File: src/rtl/estagio_decodificacao_pkg.sv
// MIPS decode constants and the control/ID-EX payloads shared with the execute stage.
package pacote_mips;

  localparam int unsigned LARGURA_DADO = 32;
  localparam int unsigned LARGURA_END  = 5;
  localparam int unsigned LARGURA_ULA  = 4;
  localparam int unsigned LARGURA_OP   = 6;

  localparam logic [LARGURA_OP-1:0] OP_TIPO_R = 6'h00;
  localparam logic [LARGURA_OP-1:0] OP_BEQ    = 6'h04;
  localparam logic [LARGURA_OP-1:0] OP_ADDI   = 6'h08;
  localparam logic [LARGURA_OP-1:0] OP_SLTI   = 6'h0A;
  localparam logic [LARGURA_OP-1:0] OP_ANDI   = 6'h0C;
  localparam logic [LARGURA_OP-1:0] OP_ORI    = 6'h0D;
  localparam logic [LARGURA_OP-1:0] OP_LUI    = 6'h0F;
  localparam logic [LARGURA_OP-1:0] OP_LW     = 6'h23;
  localparam logic [LARGURA_OP-1:0] OP_SW     = 6'h2B;

  localparam logic [LARGURA_OP-1:0] FN_ADD = 6'h20;
  localparam logic [LARGURA_OP-1:0] FN_SUB = 6'h22;
  localparam logic [LARGURA_OP-1:0] FN_AND = 6'h24;
  localparam logic [LARGURA_OP-1:0] FN_OR  = 6'h25;
  localparam logic [LARGURA_OP-1:0] FN_SLT = 6'h2A;

  typedef enum logic [LARGURA_ULA-1:0] {
    ULA_ADD     = 4'd0,
    ULA_SUB     = 4'd1,
    ULA_AND     = 4'd2,
    ULA_OR      = 4'd3,
    ULA_SLT     = 4'd4,
    ULA_PASSA_B = 4'd5
  } ula_op_t;

  typedef enum logic [1:0] {
    IMM_SINAL = 2'd0,
    IMM_ZERO  = 2'd1,
    IMM_ALTO  = 2'd2
  } tipo_imediato_t;

  typedef struct packed {
    logic    reg_escrita;
    logic    mem_leitura;
    logic    mem_escrita;
    logic    mem_para_reg;
    logic    ula_fonte;
    ula_op_t ula_op;
  } controle_t;

  typedef struct packed {
    logic                    valido;
    controle_t               controle;
    logic                    excecao;
    logic [LARGURA_DADO-1:0] dado_rs;
    logic [LARGURA_DADO-1:0] dado_rt;
    logic [LARGURA_DADO-1:0] imediato;
    logic [LARGURA_DADO-1:0] pc_mais4;
    logic [LARGURA_END-1:0]  rs;
    logic [LARGURA_END-1:0]  rt;
    logic [LARGURA_END-1:0]  destino;
  } id_ex_t;

endpackage

File: src/rtl/estagio_decodificacao_if.sv
// Read port between the decode stage (master) and the register bank (slave).
interface estagio_decodificacao_if;

  logic [pacote_mips::LARGURA_END-1:0]  endereco_leitura_1;
  logic [pacote_mips::LARGURA_END-1:0]  endereco_leitura_2;
  logic [pacote_mips::LARGURA_DADO-1:0] dado_leitura_1;
  logic [pacote_mips::LARGURA_DADO-1:0] dado_leitura_2;

  modport master (
    output endereco_leitura_1, endereco_leitura_2,
    input  dado_leitura_1, dado_leitura_2
  );

  modport slave (
    input  endereco_leitura_1, endereco_leitura_2,
    output dado_leitura_1, dado_leitura_2
  );

endinterface

File: src/rtl/estagio_decodificacao_unidade_controle.sv
// Combinational opcode/funct decoder; unknown encodings flag an exception with all writes off.
module unidade_controle
  import pacote_mips::*;
(
  input  logic [LARGURA_OP-1:0] opcode_i,
  input  logic [LARGURA_OP-1:0] funct_i,
  output controle_t             controle_c_o,
  output tipo_imediato_t        tipo_imediato_c_o,
  output logic                  destino_rd_c_o,
  output logic                  rt_fonte_c_o,
  output logic                  excecao_c_o
);

  always_comb begin
    controle_c_o        = '0;
    controle_c_o.ula_op = ULA_ADD;
    tipo_imediato_c_o   = IMM_SINAL;
    destino_rd_c_o      = 1'b0;
    rt_fonte_c_o        = 1'b0;
    excecao_c_o         = 1'b0;

    case (opcode_i)
      OP_TIPO_R: begin
        destino_rd_c_o           = 1'b1;
        rt_fonte_c_o             = 1'b1;
        controle_c_o.reg_escrita = 1'b1;
        case (funct_i)
          FN_ADD:  controle_c_o.ula_op = ULA_ADD;
          FN_SUB:  controle_c_o.ula_op = ULA_SUB;
          FN_AND:  controle_c_o.ula_op = ULA_AND;
          FN_OR:   controle_c_o.ula_op = ULA_OR;
          FN_SLT:  controle_c_o.ula_op = ULA_SLT;
          default: begin
            controle_c_o.reg_escrita = 1'b0;
            excecao_c_o              = 1'b1;
          end
        endcase
      end
      OP_ADDI, OP_SLTI: begin
        controle_c_o.reg_escrita = 1'b1;
        controle_c_o.ula_fonte   = 1'b1;
        controle_c_o.ula_op      = (opcode_i == OP_SLTI) ? ULA_SLT : ULA_ADD;
      end
      OP_ANDI, OP_ORI: begin
        controle_c_o.reg_escrita = 1'b1;
        controle_c_o.ula_fonte   = 1'b1;
        controle_c_o.ula_op      = (opcode_i == OP_ORI) ? ULA_OR : ULA_AND;
        tipo_imediato_c_o        = IMM_ZERO;
      end
      OP_LUI: begin
        controle_c_o.reg_escrita = 1'b1;
        controle_c_o.ula_fonte   = 1'b1;
        controle_c_o.ula_op      = ULA_PASSA_B;
        tipo_imediato_c_o        = IMM_ALTO;
      end
      OP_LW: begin
        controle_c_o.reg_escrita  = 1'b1;
        controle_c_o.ula_fonte    = 1'b1;
        controle_c_o.mem_leitura  = 1'b1;
        controle_c_o.mem_para_reg = 1'b1;
      end
      OP_SW: begin
        controle_c_o.ula_fonte   = 1'b1;
        controle_c_o.mem_escrita = 1'b1;
        rt_fonte_c_o             = 1'b1;
      end
      OP_BEQ: begin
        controle_c_o.ula_op = ULA_SUB;
        rt_fonte_c_o        = 1'b1;
      end
      default: excecao_c_o = 1'b1;
    endcase
  end

endmodule

File: src/rtl/estagio_decodificacao.sv
// MIPS ID stage: bank addressing, WB bypass, load-use stall and the ID/EX register.
module estagio_decodificacao
  import pacote_mips::*;
(
  input  logic                    clock,
  input  logic                    reset_n,
  input  logic [LARGURA_DADO-1:0] instrucao,
  input  logic                    instr_valida,
  input  logic [LARGURA_DADO-1:0] pc_mais4,
  input  logic                    descarte,
  estagio_decodificacao_if.master banco,
  input  logic                    uc_escrita_wb,
  input  logic [LARGURA_END-1:0]  endereco_escrita_wb,
  input  logic [LARGURA_DADO-1:0] dado_escrita_wb,
  output logic                    parar_if,
  output logic                    ex_valido,
  output logic                    ex_reg_escrita,
  output logic                    ex_mem_leitura,
  output logic                    ex_mem_escrita,
  output logic                    ex_mem_para_reg,
  output logic                    ex_ula_fonte,
  output logic                    ex_excecao,
  output logic [LARGURA_ULA-1:0]  ex_ula_op,
  output logic [LARGURA_DADO-1:0] ex_dado_rs,
  output logic [LARGURA_DADO-1:0] ex_dado_rt,
  output logic [LARGURA_DADO-1:0] ex_imediato,
  output logic [LARGURA_DADO-1:0] ex_pc_mais4,
  output logic [LARGURA_END-1:0]  ex_rs,
  output logic [LARGURA_END-1:0]  ex_rt,
  output logic [LARGURA_END-1:0]  ex_destino
);

  logic [LARGURA_END-1:0] rs, rt, rd;
  logic [15:0]            imm;
  controle_t              controle;
  tipo_imediato_t         tipo_imediato;
  logic                   destino_rd, rt_fonte, excecao;
  logic                   risco_c, carrega_c;
  id_ex_t                 id_ex_d, id_ex_q;

  assign rs  = instrucao[25:21];
  assign rt  = instrucao[20:16];
  assign rd  = instrucao[15:11];
  assign imm = instrucao[15:0];

  assign banco.endereco_leitura_1 = rs;
  assign banco.endereco_leitura_2 = rt;

  unidade_controle u_controle (
    .opcode_i          (instrucao[31:26]),
    .funct_i           (instrucao[5:0]),
    .controle_c_o      (controle),
    .tipo_imediato_c_o (tipo_imediato),
    .destino_rd_c_o    (destino_rd),
    .rt_fonte_c_o      (rt_fonte),
    .excecao_c_o       (excecao)
  );

  // The bank commits WB writes late, so a same-cycle WB value must win over the bank read.
  function automatic logic [LARGURA_DADO-1:0] operando(
    input logic [LARGURA_END-1:0]  endereco,
    input logic [LARGURA_DADO-1:0] dado_banco,
    input logic                    escrita_wb,
    input logic [LARGURA_END-1:0]  endereco_wb,
    input logic [LARGURA_DADO-1:0] dado_wb
  );
    if (endereco == '0)                            return '0;
    else if (escrita_wb && endereco_wb == endereco) return dado_wb;
    else                                           return dado_banco;
  endfunction

  // Load in EX whose destination feeds this instruction: hold IF for one bubble.
  assign risco_c = id_ex_q.valido & id_ex_q.controle.mem_leitura & (id_ex_q.destino != '0)
                 & instr_valida
                 & ((id_ex_q.destino == rs) | (rt_fonte & (id_ex_q.destino == rt)));

  assign parar_if  = risco_c & ~descarte;
  assign carrega_c = instr_valida & ~descarte & ~risco_c;

  always_comb begin
    id_ex_d = '0;
    if (carrega_c) begin
      id_ex_d.valido   = 1'b1;
      id_ex_d.controle = controle;
      id_ex_d.excecao  = excecao;
      id_ex_d.dado_rs  = operando(rs, banco.dado_leitura_1, uc_escrita_wb,
                                  endereco_escrita_wb, dado_escrita_wb);
      id_ex_d.dado_rt  = operando(rt, banco.dado_leitura_2, uc_escrita_wb,
                                  endereco_escrita_wb, dado_escrita_wb);
      id_ex_d.pc_mais4 = pc_mais4;
      id_ex_d.rs       = rs;
      id_ex_d.rt       = rt;
      id_ex_d.destino  = destino_rd ? rd : rt;
      if (id_ex_d.destino == '0) id_ex_d.controle.reg_escrita = 1'b0;
      case (tipo_imediato)
        IMM_ZERO: id_ex_d.imediato = {16'h0000, imm};
        IMM_ALTO: id_ex_d.imediato = {imm, 16'h0000};
        default:  id_ex_d.imediato = {{16{imm[15]}}, imm};
      endcase
    end
  end

  always_ff @(posedge clock or negedge reset_n) begin
    if (!reset_n) id_ex_q <= '0;
    else          id_ex_q <= id_ex_d;
  end

  assign ex_valido       = id_ex_q.valido;
  assign ex_reg_escrita  = id_ex_q.controle.reg_escrita;
  assign ex_mem_leitura  = id_ex_q.controle.mem_leitura;
  assign ex_mem_escrita  = id_ex_q.controle.mem_escrita;
  assign ex_mem_para_reg = id_ex_q.controle.mem_para_reg;
  assign ex_ula_fonte    = id_ex_q.controle.ula_fonte;
  assign ex_ula_op       = id_ex_q.controle.ula_op;
  assign ex_excecao      = id_ex_q.excecao;
  assign ex_dado_rs      = id_ex_q.dado_rs;
  assign ex_dado_rt      = id_ex_q.dado_rt;
  assign ex_imediato     = id_ex_q.imediato;
  assign ex_pc_mais4     = id_ex_q.pc_mais4;
  assign ex_rs           = id_ex_q.rs;
  assign ex_rt           = id_ex_q.rt;
  assign ex_destino      = id_ex_q.destino;

endmodule

File: src/flat_wrapper.sv
// flat-port wrapper written by rule: the top's interface ports become plain ports
module estagio_decodificacao_flat import pacote_mips::*;
  (clock, reset_n, instrucao, instr_valida, pc_mais4, descarte, uc_escrita_wb, endereco_escrita_wb, dado_escrita_wb, parar_if, ex_valido, ex_reg_escrita, ex_mem_leitura, ex_mem_escrita, ex_mem_para_reg, ex_ula_fonte, ex_excecao, ex_ula_op, ex_dado_rs, ex_dado_rt, ex_imediato, ex_pc_mais4, ex_rs, ex_rt, ex_destino, banco_endereco_leitura_1, banco_endereco_leitura_2, banco_dado_leitura_1, banco_dado_leitura_2);
  estagio_decodificacao_if banco_i ();
  input  logic clock;
  input  logic reset_n;
  input  logic [LARGURA_DADO-1:0] instrucao;
  input  logic instr_valida;
  input  logic [LARGURA_DADO-1:0] pc_mais4;
  input  logic descarte;
  input  logic uc_escrita_wb;
  input  logic [LARGURA_END-1:0] endereco_escrita_wb;
  input  logic [LARGURA_DADO-1:0] dado_escrita_wb;
  output logic parar_if;
  output logic ex_valido;
  output logic ex_reg_escrita;
  output logic ex_mem_leitura;
  output logic ex_mem_escrita;
  output logic ex_mem_para_reg;
  output logic ex_ula_fonte;
  output logic ex_excecao;
  output logic [LARGURA_ULA-1:0] ex_ula_op;
  output logic [LARGURA_DADO-1:0] ex_dado_rs;
  output logic [LARGURA_DADO-1:0] ex_dado_rt;
  output logic [LARGURA_DADO-1:0] ex_imediato;
  output logic [LARGURA_DADO-1:0] ex_pc_mais4;
  output logic [LARGURA_END-1:0] ex_rs;
  output logic [LARGURA_END-1:0] ex_rt;
  output logic [LARGURA_END-1:0] ex_destino;
  output wire logic [$bits(banco_i.endereco_leitura_1)-1:0] banco_endereco_leitura_1;
  output wire logic [$bits(banco_i.endereco_leitura_2)-1:0] banco_endereco_leitura_2;
  input wire logic [$bits(banco_i.dado_leitura_1)-1:0] banco_dado_leitura_1;
  input wire logic [$bits(banco_i.dado_leitura_2)-1:0] banco_dado_leitura_2;
  assign banco_endereco_leitura_1 = banco_i.endereco_leitura_1;
  assign banco_endereco_leitura_2 = banco_i.endereco_leitura_2;
  assign banco_i.dado_leitura_1 = banco_dado_leitura_1;
  assign banco_i.dado_leitura_2 = banco_dado_leitura_2;
  estagio_decodificacao u_core (.clock(clock), .reset_n(reset_n), .instrucao(instrucao), .instr_valida(instr_valida), .pc_mais4(pc_mais4), .descarte(descarte), .banco(banco_i), .uc_escrita_wb(uc_escrita_wb), .endereco_escrita_wb(endereco_escrita_wb), .dado_escrita_wb(dado_escrita_wb), .parar_if(parar_if), .ex_valido(ex_valido), .ex_reg_escrita(ex_reg_escrita), .ex_mem_leitura(ex_mem_leitura), .ex_mem_escrita(ex_mem_escrita), .ex_mem_para_reg(ex_mem_para_reg), .ex_ula_fonte(ex_ula_fonte), .ex_excecao(ex_excecao), .ex_ula_op(ex_ula_op), .ex_dado_rs(ex_dado_rs), .ex_dado_rt(ex_dado_rt), .ex_imediato(ex_imediato), .ex_pc_mais4(ex_pc_mais4), .ex_rs(ex_rs), .ex_rt(ex_rt), .ex_destino(ex_destino));
endmodule
File: config.mk
export PLATFORM = sky130hd
export DESIGN_NAME = estagio_decodificacao_flat
export DESIGN_NICKNAME = d
export VERILOG_FILES = /design/src/rtl/estagio_decodificacao_pkg.sv /design/src/rtl/estagio_decodificacao_if.sv /design/src/rtl/estagio_decodificacao_unidade_controle.sv /design/src/rtl/estagio_decodificacao.sv /design/src/flat_wrapper.sv
export SDC_FILE = /design/constraint.sdc
export NUM_CORES = 1
export LEC_CHECK = 0
export BUFFER_PORTS_ARGS = -buffer_cell sky130_fd_sc_hd__buf_2
export CORE_AREA = 2 2 131 133
export DETAILED_ROUTE_END_ITERATION = 8
export DIE_AREA = 0 0 133 135
export PLACE_DENSITY = 0.8
export SYNTH_ARGS = -nofsm -noshare
export SYNTH_HDL_FRONTEND = slang
export SYNTH_SLANG_ARGS = --single-unit
File: constraint.sdc
create_clock -name clock -period 3 [get_ports clock]
set_input_delay 0.6 -clock clock [delete_from_list [all_inputs] [get_ports clock]]
set_output_delay 0.6 -clock clock [all_outputs]
set_load 0.02 [all_outputs]
Word level (Yosys, flattened, before mapping)
Index checks and enable logic that the tools add are counted.
W data, S select, Z words.
{"block": "word_totals", "reg_bits": 154, "latch_bits": 0, "ram_bits": 0, "rom_bits": 0, "in_bits": 170, "out_inout_bits": 165, "elab_cells": 81, "memories": 0}
{"block": "classes", "n_addsub": 0, "mul": 0, "n_div": 0, "magnitude_cmp": 0, "n_eq_ne": 19, "shift": 0, "muxes": 22, "n_bitwise": 11, "reduce_logical": 14}
{"operator": "$mux W154", "n": 1}
{"operator": "$mux W32", "n": 4}
{"operator": "$pmux W32 S2", "n": 1}
{"operator": "$eq A6 B6 Y1 const B", "n": 7}
{"operator": "$eq A6 B4 Y1 const B", "n": 5}
{"operator": "$eq A5 B5 Y1", "n": 4}
{"operator": "$pmux W4 S5", "n": 1}
{"operator": "$logic_not A5 Y1", "n": 3}
{"operator": "$pmux W3 S4", "n": 1}
{"operator": "$mux W1", "n": 9}
{"operator": "$and A1 B1 Y1", "n": 8}
{"operator": "$reduce_or A8 Y1", "n": 1}
{"operator": "$reduce_or A7 Y1", "n": 1}
{"operator": "$eq A6 B3 Y1 const B", "n": 1}
{"operator": "$logic_not A6 Y1", "n": 1}
{"operator": "$reduce_or A6 Y1", "n": 1}
{"operator": "$mux W5", "n": 1}
{"operator": "$reduce_bool A5 Y1", "n": 1}
{"operator": "$reduce_or A5 Y1", "n": 1}
{"operator": "$pmux W1 S2", "n": 2}
{"operator": "$pmux W2 S2", "n": 1}
{"operator": "$reduce_or A2 Y1", "n": 2}
{"operator": "$mux W3", "n": 1}
{"operator": "$reduce_or A3 Y1", "n": 1}
{"operator": "5 further kinds", "n": 7}

Logic depth before layout (Yosys ltp)
{"block": "logic_depth", "ltp_word": 9, "mapped_depth": 10, "ltp_nobuf": 7}

Modules after synthesis
A second synthesis with hierarchy kept.
{"block": "hier_totals", "cells_unflattened": 540, "hier_area_um2": 6537.5}
{"mod": "estagio_decodificacao", "n_inst": 1, "cells_each": 484, "area_each_um2": 6155.9, "seq_area_each_um2": 3853.7}
{"mod": "unidade_controle", "n_inst": 1, "cells_each": 56, "area_each_um2": 381.6, "seq_area_each_um2": 0.0}

Worst setup path after synthesis
OpenSTA, ideal clock, no wires.
{"block": "synth_timing", "kind": "input to register", "from": "input port instrucao[31]", "to": "register u_core.id_ex_q, in the netlist u_core.ex_imediato[21]", "setup_time_ps": 77, "arrival_ps": 2530, "setup_slack_ps": 392, "stages": 8, "n_path_buf": 2, "path_cell_list": "or2_2 clkbuf_1 or3_1 ha_1 nor2b_1 clkbuf_1 nand2_1 a21oi_1"}
{"element": "start: declaration", "line_no": "flat_wrapper.sv:7", "text": "input logic [LARGURA_DADO-1:0] instrucao;"}
{"element": "end signal: assignment", "line_no": "estagio_decodificacao.sv:105", "text": "else id_ex_q <= id_ex_d;"}
{"element": "end: declaration", "line_no": "estagio_decodificacao.sv:39", "text": "id_ex_t id_ex_d, id_ex_q;"}

Worst setup path after layout
{"block": "layout_timing", "from": "register u_core.id_ex_q, in the netlist u_core.ex_destino[2]", "to": "output port parar_if"}
{"block": "layout_via", "elab_chain_len": 5}
{"element": "$eq A5 B5 Y1 / $reduce_bool A5 Y1 (equally long branches)", "line_no": "estagio_decodificacao.sv:75, estagio_decodificacao.sv:73"}
{"element": "$and A1 B1 Y1 (on tied branches)", "line_no": "estagio_decodificacao.sv:75, estagio_decodificacao.sv:73"}
{"element": "$or A1 B1 Y1 / $and A1 B1 Y1 (equally long branches)", "line_no": "estagio_decodificacao.sv:75, estagio_decodificacao.sv:74"}
{"element": "$and A1 B1 Y1 (*)", "line_no": "estagio_decodificacao.sv:75", "text": "& ((id_ex_q.destino == rs) | (rt_fonte & (id_ex_q.destino == rt)));"}
{"element": "$and A1 B1 Y1 (*)", "line_no": "estagio_decodificacao.sv:77", "text": "assign parar_if = risco_c & ~descarte;"}
{"element": "end: declaration", "line_no": "flat_wrapper.sv:14", "text": "output logic parar_if;"}
Every way passes the cells marked *; elsewhere a longest branch is shown, timed or not.

==> metrics.cfg <==
[run_status]
status = finished clean

[pwr]
power.share.sequential_pct = 43.4
p_int_w = 0.003705
switchingPower_w = 0.001256
p_per_area_mw_per_mm2 = 572.8
switching_share_pct = 25.32
p_comb_share_pct = 12.2
p_leak_nw = 4.689
power_frac_clock_pct = 44.5
ir_worst_vdd_uv = 359.2

[sta]
clock_skew_ns = 0.005051
post-route-period-util_pct = 85.01
rsz0062_at_grt = false
finalSetupTns_ns = 0
hold_ws_ns = 0.1065
max_freq_mhz = 392.1
final-max-slew-violation-count = 0
finalHoldViolCount = 0
slew-limit-headroom_pct = 63.44
setup_viol = 0
min_period_ns = 2.550
worstMarginPinSlew_ns = 0.5484

[synthesis]
syn_inst = 538
synth_nets = 710
synth.ff_latch_count = 152
synth_seq_area_share_pct = 60.31
async_flop_share_pct = 100.0
ys.flop_type = dfrtp_1
synth_edf_count = 0
synth_area_per_cell_um2 = 11.72
synth_cell_type_count = 44
yosysWarningCount = 0
synthesis.area_mm2 = 0.006307

[critical_path]
r2r_start = u_core.ex_destino[2]
worst_r2r_path_depth = 6
required_ns = 2.40
critPathMaxStageDelay_ns = 0.45
rrSetupSlack_ns = 1.02
critPathTopFamily = simple AND/OR/NAND/NOR gates
critPathMaxFanout = 4
cp.arrival_ns = 1.95
worst_setup_path_end_kind = primary output
crit_type = reg2out
r2r-end = u_core.ex_pc_mais4[4]
cp.buffers_inverters = 1
critPathLaunchType = flip-flop
path_cells = xor2_1 > nor4_1 > nand4_1 > a21oi_1 > buf_2
slowest_stage = dfrtp_1

[cts]
cts_resized = 0
cts-buffers-inserted = 17
clock-sinks = 152
clockBufferDepth = 2
clk_pin_slew_ns = 0.06
cts_root_buf = clkbuf_16
cts_setup_buffers = 0
htreeDepth = 4
postCtsHoldBufs = 0
cts_tree = built
clock_latency_ns = 0.41

[global_route]
antenna_found_initial = 0
grt_first_pass_wirelength_um = 28260
grt_use_total_pct = 20.58
grt_max_degree = 67
grt_overflow = 0
grt_pass1_vias = 5276

[place]
port_buffers = 333
hpwl_um = 13960
place_congestion = 0.8986

[drt]
routedWlPerCell_um = 17.24
ant_nets = 0
firstDrtPassIters = 5
viasPerCell = 4.741
drt-total-wl_um = 18700
drc = 0
drt_iter0_drc = 191
vias = 5144

[floorplanning]
die_h_um = 135
die-area_mm2 = 0.01796
die_w_um = 133
rows = 47
start_util_pct = 38.44
design.core.area_mm2 = 0.01641
boundaryPins = 335

[cells_and_area]
areaGrowthSynthToFinish_pct = 37.31
drive_gt1_share_pct = 43.70
diodes = 0
nets = 1024

[job]
drv_cap = 0

[min_path]
hp-class = in2async

per-stage QoR:
stage                     power (W)  instance area [µm²]  instances  utilization, %  setup slack (ns)
after floorplan            0.002494                 6307        538               -            0.3922
after global routing       0.005168                 8661       1085           52.79            0.3362
after CTS                  0.005024                 8661       1085           52.79            0.4282
after detailed placement   0.002798                 8048       1053           49.05            0.3651
final                      0.004961                 8661       1085           52.79            0.4498
after global placement     0.002784                 8048       1053           49.05            0.4086
power by group through the flow:
stage                     registers, W  clock network (W)  logic (W)
after floorplan                0.00229                  0   0.000200
after global placement         0.00219                  0   0.000596
after detailed placement       0.00219                  0   0.000608
after CTS                      0.00215            0.00226   0.000610
after global routing           0.00216            0.00235   0.000657
final                          0.00215            0.00221   0.000603
layout make-up:
cell class / instances / area, µm²
Clock buffer: 21 / 450.4
Clock inverter: 11 / 162.7
Fill cell: 1453 / 7746
Inverter: 6 / 25.02
Multi-Input combinational cell: 334 / 2173
Sequential cell: 152 / 3804
Tap cell: 220 / 275.3
Timing Repair Buffer: 341 / 1770
worst max path at each step:
| stage | startpoint | cells after the start | slack, ns | to |
|---|---|---|---|---|
| after floorplan | instrucao[31] | 8 | 0.39 | u_core.ex_imediato[21] |
| after global routing | u_core.ex_destino[2] | 5 | 0.34 | parar_if |
| after CTS | u_core.ex_destino[2] | 5 | 0.43 | parar_if |
| final | u_core.ex_destino[2] | 5 | 0.45 | parar_if |
| after detailed placement | instrucao[31] | 6 | 0.37 | u_core.ex_imediato[5] |
| after global placement | instrucao[31] | 6 | 0.41 | u_core.ex_imediato[13] |
layer usage:
metal	vias to the layer above	part of all wire, %	wire length, µm	track usage, %
met2	245	51	9579	36.27
met4	0	2.1	393	7.646
li1	2395	-	-	-
met3	27	8.8	1654	7.170
met5	-	0	0	0
met1	2477	38	7075	23.08
cells in the final DEF, fill, tap and decap left out, types with 6 or more instances in the layout:
| cell type | netlist | final |
|---|---|---|
| mux2i_1 | 70 | 70 |
| nand2_1 | 23 | 23 |
| and3_1 | 18 | 16 |
| xor2_1 | 17 | 17 |
| clkbuf_16 | 0 | 17 |
| buf_2 | 18 | 332 |
| a21oi_1 | 22 | 22 |
| nor2_1 | 79 | 79 |
| o21ai_0 | 7 | 7 |
| and2_1 | 43 | 43 |
| nor3_1 | 6 | 6 |
| dfrtp_1 | 152 | 152 |
synthesized netlist by cell type (2+ instances only):
cell / number / share of area (%)
nor3_1: 6 / 0.48
buf_6: 9 / 1.6
and3_1: 18 / 1.8
mux2i_1: 70 / 11
xnor2_1: 4 / 0.56
o21ai_0: 7 / 0.56
ha_1: 2 / 0.40
nand3_1: 2 / 0.16
nor4_1: 5 / 0.50
xor2_1: 17 / 2.4
inv_1: 5 / 0.30
or3_1: 5 / 0.50
and2_1: 43 / 4.3
nand4_1: 2 / 0.20
and3b_1: 2 / 0.28
nand2b_1: 4 / 0.40
a21oi_1: 22 / 1.7
nor2_1: 79 / 4.7
nor2b_1: 2 / 0.20
clkbuf_1: 6 / 0.36
or4_1: 3 / 0.36
dfrtp_1: 152 / 60
buf_2: 18 / 1.4
or2_2: 2 / 0.20
nand2_1: 23 / 1.4
buf_4: 12 / 1.4
state kept, by name, indices dropped and copies added, names as in the netlist:
register	flops
u_core.ex_dado_rs	32
u_core.ex_dado_rt	32
u_core.ex_imediato	32
u_core.ex_pc_mais4	32
u_core.ex_destino	5
u_core.ex_rs	5
u_core.ex_rt	5
u_core.ex_ula_op	3
u_core.ex_excecao	1
u_core.ex_mem_escrita	1
u_core.ex_mem_leitura	1
u_core.ex_reg_escrita	1
u_core.ex_ula_fonte	1
u_core.ex_valido	1
logic make-up (layout without fill, tap and decap cells):
kind of cell | Yosys count | after routing | synth area share (%)
adder cells (fa/ha/maj) | 2 | 2 | 0.3967
multiplexers | 70 | 70 | 11.11
flip-flops | 152 | 152 | 60.31
AND/OR/NAND/NOR | 204 | 204 | 16.62
other | 1 | 1 | 0.05945
buffers and inverters | 52 | 379 | 5.277
AO/OA/AOI/OAI | 36 | 36 | 3.313
XOR/XNOR | 21 | 21 | 2.916
worst reg2reg max path, delay by kind of cell (launching register included):
family | cells | cell delay, ns
XOR/XNOR | 1 | 0.19
buffers and inverters | 1 | 0.19
flip-flops | 1 | 0.45
AND/OR/NAND/NOR | 4 | 1.06
No activity file was read; power rests on OpenSTA's default activity.
